--- config.mk ---
export PLATFORM = sky130hd
export DESIGN_NAME = qpu_dmem_icb_arbt_flat
export DESIGN_NICKNAME = d
export VERILOG_FILES = /design/src/rtl/qpu_dmem_icb_arbt_pkg.sv /design/src/rtl/qpu_dmem_icb_arbt_if.sv /design/src/rtl/qpu_gnrl_id_fifo.sv /design/src/rtl/qpu_dmem_icb_arbt.sv /design/src/flat_wrapper.sv
export SDC_FILE = /design/constraint.sdc
export NUM_CORES = 1
export LEC_CHECK = 0
export BUFFER_PORTS_ARGS = -buffer_cell sky130_fd_sc_hd__buf_2
export CAP_MARGIN = 5
export CORE_AREA = 2 2 125 127
export CTS_BUF_LIST = sky130_fd_sc_hd__clkbuf_8
export DETAILED_ROUTE_END_ITERATION = 16
export DIE_AREA = 0 0 127 129
export PLACE_DENSITY = 0.5
export SYNTH_ARGS = -nofsm -noshare
export SYNTH_HDL_FRONTEND = slang
export SYNTH_SLANG_ARGS = --single-unit
--- constraint.sdc ---
create_clock -name clk -period 2.45 [get_ports clk]
set_input_delay 0.49 -clock clk [delete_from_list [all_inputs] [get_ports clk]]
set_output_delay 0.49 -clock clk [all_outputs]
set_load 0.02 [all_outputs]
--- src/rtl/qpu_dmem_icb_arbt_pkg.sv ---
// qpu_dmem_icb_arbt_pkg: shared widths and the requester-id type for the data-memory ICB arbiter.
package qpu_dmem_icb_arbt_pkg;
    localparam int QPU_ADDR_SIZE     = 32;
    localparam int QPU_XLEN          = 32;
    localparam int QPU_DMEM_OUTS_NUM = 2;
    localparam int QPU_ID_W          = 1;
    typedef logic [QPU_ID_W-1:0] id_t;
endpackage

--- src/rtl/qpu_dmem_icb_arbt_if.sv ---
// qpu_dmem_icb_arbt_if: one ICB link (command + response channels) with master/slave views.
interface qpu_dmem_icb_arbt_if
    import qpu_dmem_icb_arbt_pkg::*;
#(
    parameter int AW = QPU_ADDR_SIZE,
    parameter int DW = QPU_XLEN
);
    logic            cmd_valid;
    logic            cmd_ready;
    logic [AW-1:0]   cmd_addr;
    logic            cmd_read;
    logic [DW-1:0]   cmd_wdata;
    logic [DW/8-1:0] cmd_wmask;
    logic            rsp_valid;
    logic            rsp_ready;
    logic [DW-1:0]   rsp_rdata;
    modport master (
        output cmd_valid, cmd_addr, cmd_read, cmd_wdata, cmd_wmask, rsp_ready,
        input  cmd_ready, rsp_valid, rsp_rdata
    );
    modport slave (
        input  cmd_valid, cmd_addr, cmd_read, cmd_wdata, cmd_wmask, rsp_ready,
        output cmd_ready, rsp_valid, rsp_rdata
    );
endinterface

--- src/rtl/qpu_gnrl_id_fifo.sv ---
// qpu_gnrl_id_fifo: small synchronous FIFO of requester ids with full/empty flags.
module qpu_gnrl_id_fifo #(
    parameter int DW    = 1,
    parameter int DEPTH = 2
) (
    input  logic          clk,
    input  logic          rst_n,
    input  logic          push,
    input  logic [DW-1:0] din,
    input  logic          pop,
    output logic [DW-1:0] dout,
    output logic          full,
    output logic          empty
);
    localparam int PW = DEPTH > 1 ? $clog2(DEPTH) : 1;
    localparam int CW = $clog2(DEPTH + 1);
    logic [DW-1:0] mem [DEPTH];
    logic [PW-1:0] wptr, rptr;
    logic [CW-1:0] cnt;
    logic          wr, rd;
    assign full  = cnt == CW'(DEPTH);
    assign empty = cnt == '0;
    assign wr    = push & ~full;
    assign rd    = pop & ~empty;
    assign dout  = mem[rptr];
    always_ff @(posedge clk or negedge rst_n) begin
        if (!rst_n) begin
            wptr <= '0;
            rptr <= '0;
            cnt  <= '0;
            for (int i = 0; i < DEPTH; i++) mem[i] <= '0;
        end else begin
            if (wr) begin
                mem[wptr] <= din;
                wptr      <= wptr == PW'(DEPTH - 1) ? '0 : wptr + PW'(1);
            end
            if (rd) rptr <= rptr == PW'(DEPTH - 1) ? '0 : rptr + PW'(1);
            cnt <= cnt + CW'(wr) - CW'(rd);
        end
    end
endmodule

--- src/rtl/qpu_dmem_icb_arbt.sv ---
// qpu_dmem_icb_arbt: round-robin 2:1 ICB arbiter in front of the data memory; an id FIFO
// steers in-order memory responses back to whichever requester issued the command.
module qpu_dmem_icb_arbt
    import qpu_dmem_icb_arbt_pkg::*;
#(
    parameter int OUTS_NUM = QPU_DMEM_OUTS_NUM
) (
    input  logic clk,
    input  logic rst_n,
    qpu_dmem_icb_arbt_if.slave  r0,
    qpu_dmem_icb_arbt_if.slave  r1,
    qpu_dmem_icb_arbt_if.master m,
    output logic arbt_err
);
    id_t  rr_ptr, lock_id, gnt_id, head_id;
    logic lock, gnt_valid, cmd_hs, rsp_hs, fifo_full, fifo_empty;
    always_comb begin
        gnt_id    = lock ? lock_id : (r0.cmd_valid & r1.cmd_valid) ? rr_ptr : id_t'(r1.cmd_valid);
        gnt_valid = gnt_id[0] ? r1.cmd_valid : r0.cmd_valid;
    end
    // Full blocks issue even on a same-cycle pop so no rsp->cmd combinational path exists.
    assign m.cmd_valid = gnt_valid & ~fifo_full;
    assign m.cmd_addr  = gnt_id[0] ? r1.cmd_addr  : r0.cmd_addr;
    assign m.cmd_read  = gnt_id[0] ? r1.cmd_read  : r0.cmd_read;
    assign m.cmd_wdata = gnt_id[0] ? r1.cmd_wdata : r0.cmd_wdata;
    assign m.cmd_wmask = gnt_id[0] ? r1.cmd_wmask : r0.cmd_wmask;
    assign cmd_hs      = m.cmd_valid & m.cmd_ready;
    assign r0.cmd_ready = cmd_hs & ~gnt_id[0];
    assign r1.cmd_ready = cmd_hs & gnt_id[0];
    assign r0.rsp_valid = m.rsp_valid & ~fifo_empty & ~head_id[0];
    assign r1.rsp_valid = m.rsp_valid & ~fifo_empty & head_id[0];
    assign r0.rsp_rdata = m.rsp_rdata;
    assign r1.rsp_rdata = m.rsp_rdata;
    // Orphan responses are drained so the memory side can never wedge.
    assign m.rsp_ready = m.rsp_valid & (fifo_empty | (head_id[0] ? r1.rsp_ready : r0.rsp_ready));
    assign rsp_hs      = m.rsp_valid & m.rsp_ready & ~fifo_empty;
    always_ff @(posedge clk or negedge rst_n) begin
        if (!rst_n) begin
            rr_ptr   <= '0;
            lock     <= 1'b0;
            lock_id  <= '0;
            arbt_err <= 1'b0;
        end else begin
            if (cmd_hs) rr_ptr <= ~gnt_id;
            lock <= lock ? ~cmd_hs : (m.cmd_valid & ~m.cmd_ready);
            if (!lock) lock_id <= gnt_id;
            arbt_err <= arbt_err | (m.rsp_valid & fifo_empty);
        end
    end
    qpu_gnrl_id_fifo #(
        .DW    (QPU_ID_W),
        .DEPTH (OUTS_NUM)
    ) u_id_fifo (
        .clk   (clk),
        .rst_n (rst_n),
        .push  (cmd_hs),
        .din   (gnt_id),
        .pop   (rsp_hs),
        .dout  (head_id),
        .full  (fifo_full),
        .empty (fifo_empty)
    );
endmodule

--- src/flat_wrapper.sv ---
// flat-port wrapper written by rule: the top's interface ports become plain ports
module qpu_dmem_icb_arbt_flat import qpu_dmem_icb_arbt_pkg::*;
#(
    parameter int OUTS_NUM = QPU_DMEM_OUTS_NUM
)
  (clk, rst_n, arbt_err, r0_cmd_valid, r0_cmd_addr, r0_cmd_read, r0_cmd_wdata, r0_cmd_wmask, r0_rsp_ready, r0_cmd_ready, r0_rsp_valid, r0_rsp_rdata, r1_cmd_valid, r1_cmd_addr, r1_cmd_read, r1_cmd_wdata, r1_cmd_wmask, r1_rsp_ready, r1_cmd_ready, r1_rsp_valid, r1_rsp_rdata, m_cmd_valid, m_cmd_addr, m_cmd_read, m_cmd_wdata, m_cmd_wmask, m_rsp_ready, m_cmd_ready, m_rsp_valid, m_rsp_rdata);
  qpu_dmem_icb_arbt_if r0_i ();
  qpu_dmem_icb_arbt_if r1_i ();
  qpu_dmem_icb_arbt_if m_i ();
  input  logic clk;
  input  logic rst_n;
  output logic arbt_err;
  input wire logic [$bits(r0_i.cmd_valid)-1:0] r0_cmd_valid;
  input wire logic [$bits(r0_i.cmd_addr)-1:0] r0_cmd_addr;
  input wire logic [$bits(r0_i.cmd_read)-1:0] r0_cmd_read;
  input wire logic [$bits(r0_i.cmd_wdata)-1:0] r0_cmd_wdata;
  input wire logic [$bits(r0_i.cmd_wmask)-1:0] r0_cmd_wmask;
  input wire logic [$bits(r0_i.rsp_ready)-1:0] r0_rsp_ready;
  output wire logic [$bits(r0_i.cmd_ready)-1:0] r0_cmd_ready;
  output wire logic [$bits(r0_i.rsp_valid)-1:0] r0_rsp_valid;
  output wire logic [$bits(r0_i.rsp_rdata)-1:0] r0_rsp_rdata;
  input wire logic [$bits(r1_i.cmd_valid)-1:0] r1_cmd_valid;
  input wire logic [$bits(r1_i.cmd_addr)-1:0] r1_cmd_addr;
  input wire logic [$bits(r1_i.cmd_read)-1:0] r1_cmd_read;
  input wire logic [$bits(r1_i.cmd_wdata)-1:0] r1_cmd_wdata;
  input wire logic [$bits(r1_i.cmd_wmask)-1:0] r1_cmd_wmask;
  input wire logic [$bits(r1_i.rsp_ready)-1:0] r1_rsp_ready;
  output wire logic [$bits(r1_i.cmd_ready)-1:0] r1_cmd_ready;
  output wire logic [$bits(r1_i.rsp_valid)-1:0] r1_rsp_valid;
  output wire logic [$bits(r1_i.rsp_rdata)-1:0] r1_rsp_rdata;
  output wire logic [$bits(m_i.cmd_valid)-1:0] m_cmd_valid;
  output wire logic [$bits(m_i.cmd_addr)-1:0] m_cmd_addr;
  output wire logic [$bits(m_i.cmd_read)-1:0] m_cmd_read;
  output wire logic [$bits(m_i.cmd_wdata)-1:0] m_cmd_wdata;
  output wire logic [$bits(m_i.cmd_wmask)-1:0] m_cmd_wmask;
  output wire logic [$bits(m_i.rsp_ready)-1:0] m_rsp_ready;
  input wire logic [$bits(m_i.cmd_ready)-1:0] m_cmd_ready;
  input wire logic [$bits(m_i.rsp_valid)-1:0] m_rsp_valid;
  input wire logic [$bits(m_i.rsp_rdata)-1:0] m_rsp_rdata;
  assign r0_i.cmd_valid = r0_cmd_valid;
  assign r0_i.cmd_addr = r0_cmd_addr;
  assign r0_i.cmd_read = r0_cmd_read;
  assign r0_i.cmd_wdata = r0_cmd_wdata;
  assign r0_i.cmd_wmask = r0_cmd_wmask;
  assign r0_i.rsp_ready = r0_rsp_ready;
  assign r0_cmd_ready = r0_i.cmd_ready;
  assign r0_rsp_valid = r0_i.rsp_valid;
  assign r0_rsp_rdata = r0_i.rsp_rdata;
  assign r1_i.cmd_valid = r1_cmd_valid;
  assign r1_i.cmd_addr = r1_cmd_addr;
  assign r1_i.cmd_read = r1_cmd_read;
  assign r1_i.cmd_wdata = r1_cmd_wdata;
  assign r1_i.cmd_wmask = r1_cmd_wmask;
  assign r1_i.rsp_ready = r1_rsp_ready;
  assign r1_cmd_ready = r1_i.cmd_ready;
  assign r1_rsp_valid = r1_i.rsp_valid;
  assign r1_rsp_rdata = r1_i.rsp_rdata;
  assign m_cmd_valid = m_i.cmd_valid;
  assign m_cmd_addr = m_i.cmd_addr;
  assign m_cmd_read = m_i.cmd_read;
  assign m_cmd_wdata = m_i.cmd_wdata;
  assign m_cmd_wmask = m_i.cmd_wmask;
  assign m_rsp_ready = m_i.rsp_ready;
  assign m_i.cmd_ready = m_cmd_ready;
  assign m_i.rsp_valid = m_rsp_valid;
  assign m_i.rsp_rdata = m_rsp_rdata;
  qpu_dmem_icb_arbt #(.OUTS_NUM(OUTS_NUM)) u_core (.clk(clk), .rst_n(rst_n), .r0(r0_i), .r1(r1_i), .m(m_i), .arbt_err(arbt_err));
endmodule
Word-level counts from Yosys, hierarchy flattened
Index checks and enable logic that the tools add are counted.

Flip-flop bits (word level): 10. Input bits: 178. Output and inout bits: 140. Logic and storage cells: 61.

Add/subtract/negate cells: 4. Order comparisons: 3. Eq/ne operators: 1. Muxes and demuxes: 17. Bitwise logic cells: 25. Reductions and logical operators: 2.

Operators with widths (count): $mux 32 (2); $and 1x1->1 (15); $mux 1 (12); $not 1->1 (6); $ge 2x2->1 const B (2); $mux 4 (1); $not 1->2 (2); $add 1x1->1 const B (2); $add 2x1->2 (1); $bwmux 2 (1); $eq 2x2->1 const B (1); $logic_not 2->1 (1); $lt 2x1->1 const B (1); $or 1x1->1 (2); $sub 2x1->2 (1); $demux 1 s1 (1); $logic_and 1x1->1 (1).

Depth between registers and ports, before layout
Depth in word-level cells: 11. Depth in mapped cells: 8. Gate-level depth less buffers: 8.

Cells and area by module
A second synthesis with hierarchy kept.

Cells, all modules: 193. Area total of the unflattened synthesis: 1900.6 sq um.

By module, submodules not included: qpu_dmem_icb_arbt (times used 1, cells each 170, area each 1611.5 sq um, sequential area each 100.1 sq um); qpu_gnrl_id_fifo (times used 1, cells each 23, area each 289.0 sq um, sequential area each 150.1 sq um).

Worst setup path after synthesis
No wires, ideal clock.

Kind: input-to-output. Start: in r0_cmd_valid. End: out m_cmd_addr[10]. Data arrival time: 1.498 ns. Required time: 1.960 ns. Slack: 0.462 ns. Stages: 6. Buffers on the path: 2. Cells stage by stage: inv_1 -> o21ai_1 -> o21ai_1 -> buf_4 -> buf_6 -> mux2_1.

Longest elaborated chain between the ends: 4.

Ends and longest elaborated chain: start, declared (line flat_wrapper.sv:13) `input wire logic [$bits(r0_i.cmd_valid)-1:0] r0_cmd_valid;`; $and 1x1->1 (line qpu_dmem_icb_arbt.sv:18) `gnt_id = lock ? lock_id : (r0.cmd_valid & r1.cmd_valid) ? rr_ptr : id_t'(r1.cmd_valid);`; $mux 1 (2 in series) (line qpu_dmem_icb_arbt.sv:18); $mux 32 (line qpu_dmem_icb_arbt.sv:23) `assign m.cmd_addr = gnt_id[0] ? r1.cmd_addr : r0.cmd_addr;`; end, declared (line flat_wrapper.sv:32) `output wire logic [$bits(m_i.cmd_addr)-1:0] m_cmd_addr;`.

Every way passes these cells.

Worst setup path in the final report
Start: in r0_cmd_valid. End: out m_cmd_wdata[8].

Longest elaborated chain between the ends: 4.

Ends and longest elaborated chain: $and 1x1->1 (line qpu_dmem_icb_arbt.sv:18); $mux 1 (2 in series) (line qpu_dmem_icb_arbt.sv:18); $mux 32 (line qpu_dmem_icb_arbt.sv:25) `assign m.cmd_wdata = gnt_id[0] ? r1.cmd_wdata : r0.cmd_wdata;`; end, declared (line flat_wrapper.sv:34) `output wire logic [$bits(m_i.cmd_wdata)-1:0] m_cmd_wdata;`.

Every way passes these cells.

==> insert_results.sql <==
INSERT INTO impl_metrics (metric_group, metric, value, unit) VALUES
('worst_setup_path', 'cp_data_required_time', '1.96', 'ns'),
('placement', 'dpl.hpwl', '6.77', 'mm'),
('worst_setup_path', 'worst_setup_path_start_kind', 'input port', ''),
('cells_and_area', 'synthToLayoutAreaGrowth', '47.7', '%'),
('cts', 'cts.path.max_buffers', '2', ''),
('power_and_ir_drop', 'total_power', '2.71', 'mW'),
('floorplan', 'io_pins', '318', ''),
('cts', 'clk_root_buffer_cell', 'sky130_fd_sc_hd__clkbuf_8', ''),
('sta', 'worst_slew_margin_rel', '78.5', '%'),
('route', 'post_drt_wl_per_cell', '14.3', 'um'),
('global_route', 'globalRoute.busiestLayer', 'met2', ''),
('sta', 'max_freq', '0.439', 'GHz'),
('yosys', 'post_synth.cell_area_avg', '9.81', 'um2'),
('power_and_ir_drop', 'leakagePower', '1.44', 'nW'),
('yosys', 'post_synth_instance_area', '1870', 'um2'),
('floorplan', 'dieWidth', '127', 'um'),
('cells_and_area', 'layout_cell_share_with_drive_strength_beyond_1', '85.5', '%'),
('global_route', 'grt_util_met2', '13.8', '%'),
('cts', 'numClockSinks', '10', ''),
('sta', 'post-route-min-period', '2.28', 'ns'),
('worst_setup_path', 'worstReg2RegStart', 'u_core.u_id_fifo.rptr', ''),
('cts', 'clk_pin_slew', '0.05', 'ns'),
('cts', 'clock_tree_from_tritoncts', 'done', ''),
('yosys', 'synthCells', '191', ''),
('cells_and_area', 'final_core_util', '18.5', '%'),
('sta', 'clock_skew', '0.000571', 'ns'),
('worst_setup_path', 'ff2ff_setup_slack', '0.49', 'ns'),
('route', 'vias', '1862', ''),
('min_path', 'hold_class', 'in -> async', ''),
('floorplan', 'die_area', '16400', 'um2'),
('cts', 'cts.repair_timing.setup_buffer_count', '0', ''),
('cts', 'postCtsResizedCells', '0', ''),
('cells_and_area', 'finish.net_count', '527', ''),
('sta', 'timing.final.max_slew_violations', '0', ''),
('placement', 'routability_congestion_estimate_from_global_placement', '0.729', ''),
('yosys', 'yosys-top-cells-area', 'sky130_fd_sc_hd__mux2_2, sky130_fd_sc_hd__buf_4, sky130_fd_sc_hd__dfrtp_1', ''),
('global_route', 'wire_length_of_the_first_global_routing_pass', '9.98', 'mm'),
('worst_setup_path', 'worst-endpoint-arrival', '1.79', 'ns'),
('route', 'iteration_count_of_the_initial_detailed_routing_pass', '4', ''),
('placement', 'dp_cells', '530', ''),
('yosys', 'yosysSeqAreaShare', '13.4', '%'),
('route', 'drt_iter0_drc', '58', ''),
('yosys', 'synth_fa_ha_area_share', '1.34', '%'),
('run', 'max_cap_violations', '0', ''),
('floorplan', 'initial_utilization', '12.5', '%'),
('global_route', 'antenna_found_initial', '0', ''),
('global_route', 'first_global_vias', '1731', ''),
('global_route', 'globalRouteMet1Util', '10.1', '%'),
('power_and_ir_drop', 'max-vdd-ir-drop', '0.632', 'mV'),
('yosys', 'synthMuxAreaShare', '45.0', '%'),
('yosys', 'synth.net_count', '371', ''),
('route', 'detail_route.drc_violations', '0', ''),
('sta', 'final_critical_path_setup_slack', '0.175', 'ns'),
('yosys', 'synth_simple_gate_area_share', '4.28', '%'),
('floorplan', 'core_area', '15000', 'um2'),
('cells_and_area', 'final_cell_count_no_fill', '534', ''),
('yosys', 'synth-xor-area-share', '1.87', '%'),
('placement', 'place_ws', '0.153', 'ns'),
('worst_setup_path', 'cp_max_fo', '37', ''),
('yosys', 'synth_cell_type_count', '26', ''),
('route', 'vias_per_cell', '3.49', ''),
('floorplan', 'row_count', '45', ''),
('sta', 'setup_viol', '0', ''),
('cts', 'htreeDepth', '1', ''),
('yosys', 'synth_top_area_cell', 'sky130_fd_sc_hd__mux2_2', ''),
('global_route', 'grt_max_degree', '39', ''),
('run_status', 'run_status', 'completed', ''),
('sta', 'tightest_slew', '0.313', 'ns'),
('global_route', 'gr-usage-all-layers', '7.98', '%'),
('worst_setup_path', 'r2r_cells', '8', ''),
('cts', 'post_cts_hold_buffer_count', '0', '');
## worst max-delay path by stage
stage,from,cells after the start,to
after floorplan,r0_cmd_valid,6,m_cmd_addr[10]
after global placement,r0_cmd_valid,7,m_cmd_addr[22]
after detailed placement,r0_cmd_valid,7,m_cmd_addr[22]
after CTS,r0_cmd_valid,7,m_cmd_addr[22]
after global routing,r0_cmd_valid,7,m_cmd_addr[22]
final,r0_cmd_valid,7,m_cmd_wdata[8]
## synth_stat cells, drive strengths merged
cell and number:
buf 72, mux2 72, dfrtp 10, nor2 8, o21ai 5, inv 4
nand2 3, xnor2 3, ha 2, mux2i 2, a21o 1, a21oi 1
and2 1, and2b 1, nand2b 1, nor2b 1, o2111ai 1, o21bai 1
or2 1, xor2 1
## critical path, stage by stage
cell and delay [ns]:
sky130_fd_sc_hd__buf_2 0.11, sky130_fd_sc_hd__inv_1 0.05, sky130_fd_sc_hd__o21ai_1 0.09, sky130_fd_sc_hd__o21ai_4 0.20, sky130_fd_sc_hd__buf_12 0.24, sky130_fd_sc_hd__mux2_2 0.40, sky130_fd_sc_hd__buf_2 0.17
## final cells by class
cell class | instances | area [um2]
fillers | 1693 | 12200
multi-input cells | 105 | 1060
repair buffers | 223 | 1150
well taps | 188 | 235
clock buffers | 4 | 55.1
inverters | 4 | 15.0
flip-flops and latches | 10 | 250
## cell families (layout without fill, tap and decap cells)
| family | after synthesis | in the layout |
|---|---|---|
| xor+xnor | 4 | 4 |
| buf+inv | 76 | 231 |
| mux | 74 | 74 |
| flops | 10 | 10 |
| fa+ha+maj | 2 | 2 |
| simple gates | 16 | 16 |
| compound gates | 9 | 9 |
## cells in the final DEF, fill, tap and decap left out
master	Yosys	final
sky130_fd_sc_hd__o21bai_1	1	1
sky130_fd_sc_hd__buf_12	0	2
sky130_fd_sc_hd__mux2_4	3	3
sky130_fd_sc_hd__inv_1	4	4
sky130_fd_sc_hd__dfrtp_1	10	10
sky130_fd_sc_hd__xor2_1	1	1
sky130_fd_sc_hd__mux2_1	9	9
sky130_fd_sc_hd__a21oi_1	1	1
sky130_fd_sc_hd__a21o_1	1	1
sky130_fd_sc_hd__nor2_1	6	6
sky130_fd_sc_hd__o2111ai_4	1	1
sky130_fd_sc_hd__buf_2	2	221
sky130_fd_sc_hd__nand2b_1	1	1
sky130_fd_sc_hd__xnor2_1	3	3
sky130_fd_sc_hd__o21ai_1	2	1
sky130_fd_sc_hd__nand2_1	3	3
sky130_fd_sc_hd__clkbuf_8	0	4
sky130_fd_sc_hd__nor2b_1	1	1
sky130_fd_sc_hd__mux2i_1	2	2
sky130_fd_sc_hd__and2b_2	1	1
sky130_fd_sc_hd__o21ai_0	3	3
sky130_fd_sc_hd__and2_1	1	1
sky130_fd_sc_hd__mux2_2	60	60
sky130_fd_sc_hd__nor2_2	2	2
sky130_fd_sc_hd__o21ai_4	0	1
sky130_fd_sc_hd__or2_2	1	1
sky130_fd_sc_hd__ha_1	2	2
## registers in the layout (all words and copies together), names as in the netlist, named ones only
name and cells:
u_core.u_id_fifo.mem 2, u_core.arbt_err 1, u_core.u_id_fifo.cnt 2, u_core.rr_ptr 1, u_core.lock_id 1, u_core.u_id_fifo.wptr 1
u_core.u_id_fifo.rptr 1
## through the flow
| stage | hold slack, ns | cell area [um2] |
|---|---|---|
| 2_1_floorplan | 0.194 | 1870 |
| 3_3_place_gp | 0.372 | 2710 |
| 3_5_place_dp | 0.365 | 2710 |
| 4_1_cts | 0.123 | 2770 |
| 5_1_grt | 0.126 | 2770 |
| 6_report | 0.115 | 2770 |
## metal layers
metal  vias to the layer above  share of wire, %
met4                         0                 0
met1                       822                40
met3                         0                11
li1                        896                 -
met5                         -                 0
met2                       144                48
## power breakdown
group          leakage, nW  internal, mW  switching, mW
Sequential           0.117         0.242         0.0688
Combinational         1.30         0.996           1.20
Clock               0.0288         0.141         0.0631
Power figures use the tool's default switching activity.
